===== src/rtl/sram_like_arbiter.sv =====
// Two-master (inst/data) to one-slave arbiter for the sram-like memory port.
// One outstanding transaction, data-over-inst priority with anti-starvation, flushed-fetch response suppression.
module sram_like_arbiter #(
    parameter int unsigned STARVE_LIMIT = 4
) (
    input  logic        clk,
    input  logic        resetn,
    input  logic        flush,

    input  logic        inst_req,
    input  logic        inst_wr,
    input  logic [1:0]  inst_size,
    input  logic [31:0] inst_addr,
    input  logic [31:0] inst_wdata,
    output logic        inst_addr_ok,
    output logic        inst_data_ok,
    output logic [31:0] inst_rdata,

    input  logic        data_req,
    input  logic        data_wr,
    input  logic [1:0]  data_size,
    input  logic [31:0] data_addr,
    input  logic [31:0] data_wdata,
    output logic        data_addr_ok,
    output logic        data_data_ok,
    output logic [31:0] data_rdata,

    output logic        s_req,
    output logic        s_wr,
    output logic [1:0]  s_size,
    output logic [31:0] s_addr,
    output logic [31:0] s_wdata,
    input  logic        s_addr_ok,
    input  logic        s_data_ok,
    input  logic [31:0] s_rdata
);

    localparam logic [2:0] LIMIT = 3'(STARVE_LIMIT);

    localparam logic [1:0] ST_IDLE      = 2'd0;
    localparam logic [1:0] ST_WAIT_ADDR = 2'd1;
    localparam logic [1:0] ST_WAIT_DATA = 2'd2;

    localparam logic [1:0] OWN_NONE = 2'd0;
    localparam logic [1:0] OWN_INST = 2'd1;
    localparam logic [1:0] OWN_DATA = 2'd2;

    logic [1:0] state_q, state_d;
    logic [1:0] owner_q, owner_d;
    logic [2:0] starve_cnt_q, starve_cnt_d;
    logic       inst_discard_q, inst_discard_d;

    logic [1:0] grant_s;
    logic       s_req_s;
    logic       addr_hs_s;
    logic       rsp_s;

    // Master currently driving the slave command bus (locked to owner once issued)
    always_comb begin
        grant_s = OWN_NONE;
        case (state_q)
            ST_IDLE: begin
                if (!resetn) begin
                    grant_s = OWN_NONE;
                end else if (inst_req && (!data_req || (starve_cnt_q == LIMIT))) begin
                    grant_s = OWN_INST;
                end else if (data_req) begin
                    grant_s = OWN_DATA;
                end else begin
                    grant_s = OWN_NONE;
                end
            end
            ST_WAIT_ADDR: grant_s = owner_q;
            default:      grant_s = OWN_NONE;
        endcase
    end

    // Request qualification and handshake detection
    always_comb begin
        s_req_s = 1'b0;
        case (grant_s)
            OWN_INST: s_req_s = inst_req;
            OWN_DATA: s_req_s = data_req;
            default:  s_req_s = 1'b0;
        endcase
        addr_hs_s = s_req_s && s_addr_ok;
        rsp_s     = (state_q == ST_WAIT_DATA) && s_data_ok;
    end

    // State register
    always_ff @(posedge clk or negedge resetn) begin
        if (!resetn) begin
            state_q        <= ST_IDLE;
            owner_q        <= OWN_NONE;
            starve_cnt_q   <= 3'd0;
            inst_discard_q <= 1'b0;
        end else begin
            state_q        <= state_d;
            owner_q        <= owner_d;
            starve_cnt_q   <= starve_cnt_d;
            inst_discard_q <= inst_discard_d;
        end
    end

    // Next-state logic
    always_comb begin
        state_d        = state_q;
        owner_d        = owner_q;
        inst_discard_d = inst_discard_q;
        case (state_q)
            ST_IDLE: begin
                if (grant_s != OWN_NONE) begin
                    owner_d = grant_s;
                    state_d = addr_hs_s ? ST_WAIT_DATA : ST_WAIT_ADDR;
                end else begin
                    owner_d = OWN_NONE;
                end
            end
            ST_WAIT_ADDR: begin
                if (addr_hs_s) begin
                    state_d = ST_WAIT_DATA;
                end else begin
                    state_d = ST_WAIT_ADDR;
                end
            end
            ST_WAIT_DATA: begin
                if (s_data_ok) begin
                    state_d        = ST_IDLE;
                    owner_d        = OWN_NONE;
                    inst_discard_d = 1'b0;
                end else if (flush && (owner_q == OWN_INST)) begin
                    inst_discard_d = 1'b1;
                end else begin
                    inst_discard_d = inst_discard_q;
                end
            end
            default: begin
                state_d        = ST_IDLE;
                owner_d        = OWN_NONE;
                inst_discard_d = 1'b0;
            end
        endcase

        // A fetch flushed in its own acceptance cycle is already stale
        if (addr_hs_s && (grant_s == OWN_INST) && flush) begin
            inst_discard_d = 1'b1;
        end else begin
            inst_discard_d = inst_discard_d;
        end

        if (!addr_hs_s) begin
            starve_cnt_d = starve_cnt_q;
        end else if (grant_s == OWN_INST) begin
            starve_cnt_d = 3'd0;
        end else if (inst_req) begin
            starve_cnt_d = (starve_cnt_q >= LIMIT) ? LIMIT : (starve_cnt_q + 3'd1);
        end else begin
            starve_cnt_d = 3'd0;
        end
    end

    // Output logic: command mux and per-master handshakes
    always_comb begin
        s_req   = s_req_s;
        s_wr    = 1'b0;
        s_size  = 2'd0;
        s_addr  = 32'd0;
        s_wdata = 32'd0;
        case (grant_s)
            OWN_INST: begin
                s_wr    = inst_wr;
                s_size  = inst_size;
                s_addr  = inst_addr;
                s_wdata = inst_wdata;
            end
            OWN_DATA: begin
                s_wr    = data_wr;
                s_size  = data_size;
                s_addr  = data_addr;
                s_wdata = data_wdata;
            end
            default: begin
                s_wr    = 1'b0;
                s_size  = 2'd0;
                s_addr  = 32'd0;
                s_wdata = 32'd0;
            end
        endcase

        inst_addr_ok = addr_hs_s && (grant_s == OWN_INST);
        data_addr_ok = addr_hs_s && (grant_s == OWN_DATA);
        inst_data_ok = rsp_s && (owner_q == OWN_INST) && !inst_discard_q && !flush;
        data_data_ok = rsp_s && (owner_q == OWN_DATA);
        inst_rdata   = inst_data_ok ? s_rdata : 32'd0;
        data_rdata   = data_data_ok ? s_rdata : 32'd0;
    end

endmodule


===== config.mk =====
export PLATFORM = sky130hd
export DESIGN_NAME = sram_like_arbiter
export DESIGN_NICKNAME = d
export VERILOG_FILES = /design/src/rtl/sram_like_arbiter.sv
export SDC_FILE = /design/constraint.sdc
export NUM_CORES = 1
export LEC_CHECK = 0
export ABC_AREA = 1
export CELL_PAD_IN_SITES_DETAIL_PLACEMENT = 1
export CELL_PAD_IN_SITES_GLOBAL_PLACEMENT = 2
export CORE_MARGIN = 2
export CORE_UTILIZATION = 10
export CTS_CLUSTER_DIAMETER = 30
export DETAILED_ROUTE_END_ITERATION = 10
export PLACE_DENSITY = 0.9
export SLEW_MARGIN = 20
export SYNTH_ARGS = -nofsm -noshare
export SYNTH_HDL_FRONTEND = slang
export SYNTH_SLANG_ARGS = --single-unit

===== constraint.sdc =====
create_clock -name clk -period 2.1 [get_ports clk]
set_input_delay 0.42 -clock clk [delete_from_list [all_inputs] [get_ports clk]]
set_output_delay 0.42 -clock clk [all_outputs]
set_load 0.05 [all_outputs]

; ---- Yosys cells after proc, flatten, opt, wreduce, memory -nomap -nowiden
; Cells that the tools add are included.
[word_totals]
regBits = 8
input_bits = 173
output_inout_bits = 136
elab_cells = 63
[classes]
n_addsub = 1
n_lt_le_gt_ge = 1
eq_ne = 11
mux = 24
n_bitwise = 1
n_reduce_logical = 21
[ops]
columns = operator, count
row1 = 32-bit one-hot mux with 2 select lines, 2
row2 = 32-bit 2-to-1 mux, 2
row3 = 2-bit 2-to-1 mux, 7
row4 = 2-bit one-hot mux with 3 select lines, 2
row5 = 1-bit logical AND, 11
row6 = 3-bit 2-to-1 mux, 3
row7 = 2-bit one-hot mux with 2 select lines, 2
row8 = 2-bit by 1-bit equality test with 1-bit output (second input constant), 3
row9 = 2-bit equality test (second input constant), 3
row10 = 1-bit one-hot mux with 2 select lines, 3
row11 = 2-bit AND reduction, 3
row12 = 2-bit inequality test (second input constant), 2
row13 = 4-bit by 2-bit inequality test with 1-bit output (second input constant), 1
row14 = 3-bit by 1-bit adder with 3-bit output (second input constant), 1
row15 = 3-bit equality test (second input constant), 1
row16 = 3-bit >= comparator (second input constant), 1
row17 = 1-bit logical NOT, 3
row18 = 1-bit 2-to-1 mux, 3
row19 = 2-bit logical NOT, 1
row20 = 2-bit by 1-bit inequality test with 1-bit output (second input constant), 1
row21 = 2-bit nonzero test, 1
row22 = 2-bit OR reduction, 1
row23 = 1-bit logical OR, 1
row24 = 1-bit NOT, 1

; ---- Longest topological paths before layout
[depth]
word_depth = 13
mapped_depth = 16
ltp_nobuf = 15

; ---- Least setup slack after synthesis
; OpenSTA, ideal clock, no wires.
[synth_path]
kind = register to output
from = register starve_cnt_q[0]
to = output data_addr_ok
arrival_time_ps = 2720
required_ps = 1680
path_slack_ps = -1040
path_stages_with_launch = 14
path_buffers = 1
cell_sequence = dfrtp_1 inv_1 ha_1 nand2_1 nand2_1 nand4_1 o21ai_0 inv_1 ha_1 buf_2 nand2_1 a21oi_2 nand2_2 nor2_1
[synth_via]
elab_chain_len = 10
word_cells_on_any_way = 11
classes_between = eq/ne (3) / mux (4) / reduce/logical (4)
[synth_lines]
columns = item, line_no
row1 = "start, declared", 50  ; logic [2:0] starve_cnt_q, starve_cnt_d;
row2 = "start signal, assigned", 100  ; starve_cnt_q <= starve_cnt_d;
row3 = 3-bit equality test (*), 65  ; end else if (inst_req && (!data_req || (starve_cnt_q == LIMIT))) begin
row4 = 1-bit logical OR (*), 65
row5 = 1-bit logical AND (*), 65
row6 = 2-bit 2-to-1 mux (*), 65
row7 = 2-bit 2-to-1 mux (*), 63  ; if (!resetn) begin
row8 = 2-bit one-hot mux with 2 select lines (*), 61  ; case (state_q)
row9 = 2-bit equality test / 2-bit by 1-bit equality test with 1-bit output (equally long branches), 81  ; case (grant_s)
row10 = 1-bit one-hot mux with 2 select lines (*), 81
row11 = named net s_req, 28  ; output logic s_req,
row12 = 1-bit logical AND (*), 86  ; addr_hs_s = s_req_s && s_addr_ok;
row13 = 1-bit logical AND (*), 191  ; data_addr_ok = addr_hs_s && (grant_s == OWN_DATA);
row14 = "end, declared", 24  ; output logic data_addr_ok,
; Mark *: on every way through the listed nets, which the timed path passes. The rest lies on a longest branch.

; ---- Final worst setup path
[layout_path]
from = register starve_cnt_q[1]
to = output s_wdata[19]
[layout_via]
elab_chain_len = 8
word_cells_on_any_way = 9
classes_between = eq/ne (3) / mux (4) / reduce/logical (2)
[layout_lines]
columns = item, line_no
row1 = 3-bit equality test (*), 65
row2 = 1-bit logical OR (*), 65
row3 = 1-bit logical AND (*), 65
row4 = 2-bit 2-to-1 mux (*), 65
row5 = 2-bit 2-to-1 mux (*), 63
row6 = 2-bit one-hot mux with 2 select lines (*), 61
row7 = 2-bit equality test / 2-bit by 1-bit equality test with 1-bit output (equally long branches), 169  ; case (grant_s)
row8 = 32-bit one-hot mux with 2 select lines (*), 169
row9 = "end, declared", 32  ; output logic [31:0] s_wdata,
; Every way passes the cells marked *; elsewhere a longest branch is shown, timed or not.

==> flow_summary.yaml <==
clock_tree:
  cts_tree: "yes"
  cts_buffers: 3
  cts_root_buf: "clkbuf_16"
  clk_pin_slew_ns: 0.04
  hold_buffers: 0
  clock_path_buffers: 2
  cts_sinks: 8
  clk_latency_ns: 0.23
  cts_max_level: 1
timing:
  setup_viol: 136
  rsz0062_at_grt: "true"
  tightestPinTransition_ns: 0.401
  slew_viol_final: 0
  period_needed_ns: 2.59
  hold_ws_ns: 0.374
  period_share_pct: 124
  hold_viol: 0
  max_freq_mhz: 385
  fin_ws_ns: -0.494
  tns_ns: -40.99
  max_slew_margin_pct: 73.0
  clock_skew_ns: 0.00246
pwr:
  power_density_nw_per_um2: 540
  peakVddDrop_mv: 0.466
  switching_share_pct: 51.2
  power_frac_comb_pct: 89.2
  clkPwrFrac_pct: 6.6
  finalPower_mw: 4.90
  internal-power_mw: 2.39
  seqPwrFrac_pct: 4.2
  p_switching_mw: 2.51
  power.leakage_nw: 3.29
yosys:
  synth.avg_cell_area_um2: 5.21
  synthFlopType: "dfrtp_1"
  yosysMostFrequentCell: "nand2_1"
  synth_common_cells: "nand2_1, a21oi_1, inv_1"
  synth_area_leaders: "nand2_1, a21oi_1, nor2_4"
  synth.top_cell.area_share_pct: 28.1
  async_flop_share_pct: 100
  synth_cell_types: 22
  synth_edf_count: 0
  syn_inst: 412
  yosys_warnings: 0
  syn_area_um2: 2150
  synth_area_leader_cell: "nand2_1"
  synth.net_count: 590
  ys_ff_latch: 8
  seq_area_frac_synth_pct: 9.32
place:
  dp_hpwl_um: 12900
  pre_cts_ws_ns: -0.717
  io_buffer_count: 308
  finalWeightedCongestion: 0.761
  postPlaceCellArea_um2: 7180
  place_inst: 1009
grt:
  grt_antenna_before_repair: 1
  grt_pass1_vias: 4726
  grt_start_max_net_pins: 28
  grt_usage_pct: 14.7
  overflow: 0
  grt_pass1_wl_um: 26100
cells_and_area:
  synthToLayoutAreaGrowth_pct: 322
  layoutNonFillerInstCount: 1065
  drive_above_1_share_pct: 59.7
  fin_nets: 969
  post-route-util_pct: 43.1
  postLayoutCellArea_um2: 9060
detailed_routing:
  num_vias: 4279
  initialDrtViolationCount: 49
  wl_per_cell_um: 18.1
  drt-pass1-iter-count: 4
  vias_per_cell: 4.02
  drc: 0
  wl_um: 19200
  antenna_left: 0
die:
  fp.dieW_um: 151
  die-area_um2: 22700
  pin_count: 309
  core_area_um2: 21000
  row_count: 53
  start_util_pct: 10.2
  die_h_um: 151
run_status:
  outcome: "finished, violations left"
  violations: "setup timing"
critical_path:
  critPathKind: "flop to primary output"
  cp-start-kind: "flop"
  cp.required_ns: 1.68
  arrival_ns: 2.17
  critPathCaptureType: "primary output"
  cp_max_fo: 7
worst_hold_path:
  hp-class: "primary input to asynchronous set/reset pin"
run:
  maxCapViolations: 0
## sequential cells by signal (all words and copies together) (netlist names)
signal and cells:
state_q 2, starve_cnt_q 3, owner_q 2, inst_discard_q 1
## logic make-up (layout without fill, tap and decap cells)
family          count (synthesis)  after routing  share of synthesized area [%]
fa+ha+maj                       5              5                           2.91
simple gates                  243            243                           52.4
compound gates                 75             75                           17.8
flops                           8              8                           9.32
other cells                     0              1                              0
buf+inv                        81            458                           17.5
## worst max-delay path, stage by stage (launching register included)
cell     delay, ns
dfrtp_1       0.39
inv_2         0.09
ha_4          0.13
nand2_2       0.04
nand2_2       0.06
nand4_1       0.13
o21ai_2       0.14
ha_4          0.21
buf_12        0.15
buf_12        0.14
nand2_1       0.09
a21oi_4       0.19
buf_6         0.18
## per-layer routing
metal  global-route usage (%)  up-vias  part of all wire (%)
met5                        0        -                     0
met4                     2.55        0                   1.6
met3                     2.88       24                   6.5
met2                     29.8      189                    56
met1                     15.7     2058                    36
li1                         -     2008                     -
## power by group through the flow
stage / registers, mW / logic, mW / clock network (mW)
6_report: 0.207 / 4.37 / 0.323
5_1_grt: 0.210 / 4.60 / 0.338
4_1_cts: 0.206 / 3.60 / 0.328
3_5_place_dp: 0.203 / 3.13 / 0
3_3_place_gp: 0.201 / 3.09 / 0
2_1_floorplan: 0.210 / 1.90 / 0
## area by class of cell
type	instances	area [µm²]
fill	2286	12000
timing repair buffer	405	5290
multi-input combinational	323	2950
tap	275	344
inverter	50	203
sequential	8	200
clock buffer	3	75.1
antenna	1	2.50
## path summary, 6_finish.rpt
path,startpoint,endpoint,slack (ns),cells after the start
setup reg to reg,starve_cnt_q[1],inst_discard_q,-0.05,18
setup / recovery,starve_cnt_q[1],s_wdata[19],-0.49,12
hold / removal,resetn,starve_cnt_q[2],0.37,2
max in group asynchronous,resetn,starve_cnt_q[1],1.58,2
min in group clk,owner_q[0],owner_q[0],0.53,2
hold reg to reg,owner_q[0],owner_q[0],0.53,2
## cells in the final DEF (no fill, tap or decap), drive strengths merged
cell type | netlist | routed
clkinv | 0 | 1
nand3 | 5 | 5
a21oi | 68 | 68
ha | 5 | 5
nor3 | 2 | 2
dfrtp | 8 | 8
nand4 | 2 | 2
nor2 | 71 | 71
inv | 50 | 49
or2 | 1 | 1
diode | 0 | 1
clkbuf | 14 | 9
bufbuf | 0 | 2
buf | 17 | 225
clkdlybuf4s50 | 0 | 167
dlygate4sd2 | 0 | 5
nand2 | 162 | 162
o21ai | 6 | 6
o211ai | 1 | 1
## what timing repair did
item / CTS / global route
endpoints found under the setup margin: 140 / 143
buffers inserted: 31 / 20
pin swaps: 16 / 27
gates resized for setup: 178 / 150
gates cloned: 9 / 7
(Power assumes the default switching activity.)
